**src/rtl/irq_controller.sv**
```systemverilog
// Interrupt front-end: synchronizes and edge-detects IRQ lines, latches pending under a mask,
// takes the lowest-index request at an instruction boundary. Define IRQ_VECTORED_EN for per-source vectors.
module irq_controller #(
  parameter int          N_IRQ    = 8,
  parameter logic [31:0] VEC_BASE = 32'h0000_00C0
) (
  input  logic             clock,
  input  logic             reset,
  input  logic [N_IRQ-1:0] irq_in,
  input  logic             mask_wr,
  input  logic [N_IRQ-1:0] mask_data,
  input  logic [31:0]      PC,
  input  logic             instr_boundary,
  input  logic             eret,
  output logic             irq_take,
  output logic [31:0]      irq_vector,
  output logic [31:0]      EPC,
  output logic [31:0]      Cause,
  output logic             in_service,
  output logic [N_IRQ-1:0] pending
);

  typedef enum logic {IDLE, SERVICE} state_t;

  state_t           r_state;
  state_t           w_state_nxt;
  logic [N_IRQ-1:0] r_sync1;
  logic [N_IRQ-1:0] r_sync2;
  logic [N_IRQ-1:0] r_sync3;
  logic [N_IRQ-1:0] r_pending;
  logic [N_IRQ-1:0] r_mask;
  logic [N_IRQ-1:0] w_edge;
  logic [N_IRQ-1:0] w_req;
  logic [N_IRQ-1:0] w_clr;
  logic [4:0]       w_idx;
  logic             w_take;
  logic             r_take;
  logic [31:0]      r_epc;
  logic [31:0]      r_cause;

  // r_sync3 is a delayed copy of the synchronized level, used only for edge detection.
  assign w_edge = r_sync2 & ~r_sync3;
  assign w_req  = r_pending & r_mask;

  // Scanning downward leaves the lowest set index as the winner.
  always_comb begin
    // NOTE: assign a default before any conditional update so no latch is inferred.
    w_idx = '0;
    for (int i = N_IRQ - 1; i >= 0; i--) begin
      if (w_req[i]) w_idx = 5'(i);
    end
  end

  always_comb begin
    w_clr = '0;
    for (int i = 0; i < N_IRQ; i++) begin
      w_clr[i] = w_take && (w_idx == 5'(i));
    end
  end

  always_comb begin
    w_state_nxt = r_state;
    w_take      = 1'b0;
    case (r_state)
      IDLE: begin
        if (instr_boundary && (|w_req)) begin
          w_take      = 1'b1;
          w_state_nxt = SERVICE;
        end
      end
      SERVICE: begin
        if (eret) w_state_nxt = IDLE;
      end
    endcase
  end

  always_ff @(posedge clock or negedge reset) begin
    if (!reset) begin
      r_state <= IDLE;
    end else begin
      // NOTE: non-blocking so every flop samples pre-edge values regardless of statement order.
      r_state <= w_state_nxt;
    end
  end

  always_ff @(posedge clock or negedge reset) begin
    if (!reset) begin
      r_sync1   <= '0;
      r_sync2   <= '0;
      r_sync3   <= '0;
      r_pending <= '0;
      r_mask    <= '0;
      r_take    <= 1'b0;
      r_epc     <= '0;
      r_cause   <= '0;
    end else begin
      r_sync1   <= irq_in;
      r_sync2   <= r_sync1;
      r_sync3   <= r_sync2;
      // A fresh edge on the line being taken wins over the clear.
      r_pending <= (r_pending & ~w_clr) | w_edge;
      if (mask_wr) r_mask <= mask_data;
      r_take    <= w_take;
      if (w_take) begin
        r_epc   <= PC;
        r_cause <= {1'b1, 24'b0, w_idx, 2'b00};
      end
    end
  end

  assign irq_take   = r_take;
  assign EPC        = r_epc;
  assign Cause      = r_cause;
  assign in_service = (r_state == SERVICE);
  assign pending    = r_pending;

`ifdef IRQ_VECTORED_EN
  assign irq_vector = VEC_BASE + {23'd0, r_cause[6:2], 4'd0};
`else
  assign irq_vector = VEC_BASE;
`endif

endmodule

```
**config.mk**
```make
export PLATFORM = sky130hd
export DESIGN_NAME = irq_controller
export DESIGN_NICKNAME = d
export VERILOG_FILES = /design/src/rtl/irq_controller.sv
export SDC_FILE = /design/constraint.sdc
export NUM_CORES = 1
export LEC_CHECK = 0
export CORE_ASPECT_RATIO = 1.2
export CORE_MARGIN = 1.5
export CORE_UTILIZATION = 55
export DETAILED_ROUTE_END_ITERATION = 12
export DONT_BUFFER_PORTS = 1
export GPL_TIMING_DRIVEN = 0
export MAX_ROUTING_LAYER = met4
export PLACE_DENSITY = 0.7
export SYNTH_ARGS = -nofsm -noshare
export SYNTH_HDL_FRONTEND = slang
export SYNTH_SLANG_ARGS = --single-unit
```
**constraint.sdc**
```tcl
create_clock -name clock -period 4.9 [get_ports clock]
set_input_delay 1.47 -clock clock [delete_from_list [all_inputs] [get_ports clock]]
set_output_delay 1.47 -clock clock [all_outputs]
set_load 0.005 [all_outputs]
```
==> impl_results.md <==
* Critical path data required time at 5120 ps
* Cell with the most instances after synthesis: dfrtp_1
* VDD IR-drop max at 0.2771 mV
* Syn Inst Count at 246
* Startpoint Class: primary input
* Die Span X at 74.81 microns
* Maxcap violations at 0
* Avg WL per Cell at 13.05 microns
* Htree depth at 3
* Seq/Total Area, Yosys at 57.35%
* Clk_lat worst skew at 330 ps
* Vias/cell at 4.552
* Core Region at 6012 sq um
* Sink Count at 78
* Synth cell types at 34
* Worst hold path type: register to register
* Drc violations at 0
* Final Cycle Share at 47.10%
* Clock power share at 34.9%
* Seq pwr share at 50.3%
* Vias in the first global route at 1690
* Crit end category: register
* CP max FO at 10
* Largest net degree at the start of global routing at 79
* Bufs on Longest Clock Path at 2
* Fin crit period at 2308 ps
* Final setup viols at 0
* Hold Buf Count CTS at 0
* Post-route ant nets at 0
* Overall power at 1.657 mW
* Combinational power share at 14.8%
* Clock Skew at 8.881 ps
* Yosys top cell area share at 57.35%
* Fill cells at 474
* TNS Setup at 0 ps
* RSZ-0062 raised after global routing: false
* DRT Pass-1 Iters at 4
* Power Density at 417.2 nW/um^2
* Total grt overflow at 0
* Yosys top cell by area: dfrtp_1
* Final Max Tran Viols at 0
* Ys async rst share at 100.0%
* Lkg Pwr at 1.997 nW
* Synth top cells by count: 78 x dfrtp_1, 60 x buf_4, 26 x mux2_4
* Post-Syn Area at 3403 sq um
* Peak Freq at 0.4333 GHz
* Top_reg_cell synth: dfrtp_1
* CTS tree: built
* Post-cts gate resize count at 0
* CP Class: primary input to register
* GRT Overall Usage at 16.21%
* Initial DRC count at 62
* Share of cells above drive strength 1 at 38.13%
* Post-CTS setup buffer count at 0
* Cts bufs inserted at 9
* Finished Cell Area at 3973 sq um
* Synth area leaders: dfrtp_1 57%, buf_4 13%, mux2_4 11%, mux2_2 4.6%, a22o_1 1.5%
* Finished Layout Cells at 402
* EDFF count, synth at 0
* Switch Pwr at 0.3842 mW
* Final Hold Vio Count at 0
* Global-route wire length before repair at 7.741 mm
* Die height at 89.17 microns
* Starting density of the core at 56.61%
* Sw Share at 23.18%
* # diodes at 0
* FP Rows at 31
* Die outline area at 6671 sq um
* Final Util at 66.08%
* Clock-pin slew on the worst setup and hold paths at 80 ps
* Syn Area/Cell at 13.83 sq um
* WP data arrival at 2530 ps
* Number of port buffers at 0
* Yosys reg bits at 78
* Routed via count at 1830
* Final #Nets at 368
* Synth warnings at 0
* DP Wirelength at 3.864 mm
* Internal at 1.273 mW
* Gpl congestion at 0.8187
* Root Driver: clkbuf_8
* Area Overhead vs Synth at 16.73%
* Status: completed
* Placed inst area at 3724 sq um
* Initial antenna violation count at 0
* Routed Wire Length at 5.245 mm
* Placed Cells at 386
* Boundary Pins at 159
path summary, 6_finish.rpt:
| path | to | slack [ps] | startpoint | cells after the start |
|---|---|---|---|---|
| worst min-delay path | r_sync2[3] | 350 | r_sync1[3] | 0 |
| min in group asynchronous | r_sync2[3] | 830 | reset | 0 |
| worst min register to register | r_sync2[3] | 350 | r_sync1[3] | 0 |
| max in group asynchronous | r_mask[0] | 3960 | reset | 0 |
| worst max-delay path | EPC[30] | 2590 | instr_boundary | 5 |
| worst max register to register | EPC[21] | 3100 | pending[6] | 6 |
cell families after synthesis:
logic type	count (synthesis)	share of synthesized area [%]
DFF	78	57.35
buffers and inverters	74	16.18
muxes	40	16.10
AOI/OAI and AO/OA	32	7.280
and+or+nand+nor	20	2.868
other	2	0.2207
cells in the final DEF, fill, tap and decap left out:
master / count
o21ai_0: 6
o21a_1: 1
nand2_1: 9
a22oi_2: 1
clkbuf_1: 3
o41ai_1: 1
a221o_1: 1
a22oi_4: 1
nor2_1: 2
mux2_4: 26
bufinv_16: 3
or2_2: 1
a31oi_1: 1
a221oi_1: 1
a2bb2oi_1: 1
a22o_1: 6
buf_6: 2
o311ai_0: 1
inv_1: 9
buf_12: 2
a32o_1: 1
nand3_1: 2
nor2b_1: 1
nand4b_1: 1
a21o_1: 1
o22ai_1: 1
nand2b_1: 3
conb_1: 60
buf_4: 60
o2111ai_1: 1
a22oi_1: 2
clkbuf_8: 11
a21oi_1: 5
mux2_2: 14
nand2_2: 1
dfrtp_1: 78
layout make-up:
cell class              count  area (sq um)  share of cell area (%)
plain buffers              65         516.7                   13.01
clock buffers              13         158.9                   4.000
multi-input cells         152          1119                   28.16
well taps                  82         102.6                   2.583
flip-flops and latches     78          1952                   49.13
clock inverters             3         90.09                   2.268
inverters                   9         33.78                  0.8504
power by group through the flow:
stage | Combinational, mW | Sequential [mW] | Clock (mW)
floorplan | 0.223 | 0.821 | 0
global placement | 0.237 | 0.845 | 0
detailed placement | 0.245 | 0.845 | 0
CTS | 0.244 | 0.836 | 0.595
global route | 0.269 | 0.849 | 0.620
finish | 0.245 | 0.834 | 0.579
flip-flops by register name, summed over array words and instances (netlist names):
register    flops
EPC            32
irq_take        1
r_sync2         8
pending         8
r_sync1         8
Cause           4
r_mask          8
in_service      1
r_sync3         8
routing by layer:
layer / GRT usage [%] / part of all wire [%]
met1: 19.59 / 40
met4: 7.934 / 1.8
met2: 24.76 / 49
met3: 4.961 / 9.7
met5: - / 0
metrics by stage:
step / hold WS [ps] / worst slack, ps
floorplan: 331.2 / 2354
global placement: 333.0 / 2232
global route: 353.6 / 2531
CTS: 349.7 / 2594
finish: 345.6 / 2592
detailed placement: 334.7 / 2232
critical path: stages:
cell and delay (ps):
nor2b_1 220, o21a_1 180, buf_6 160, buf_6 180, mux2_4 310
No activity file was read; power rests on OpenSTA's default activity.
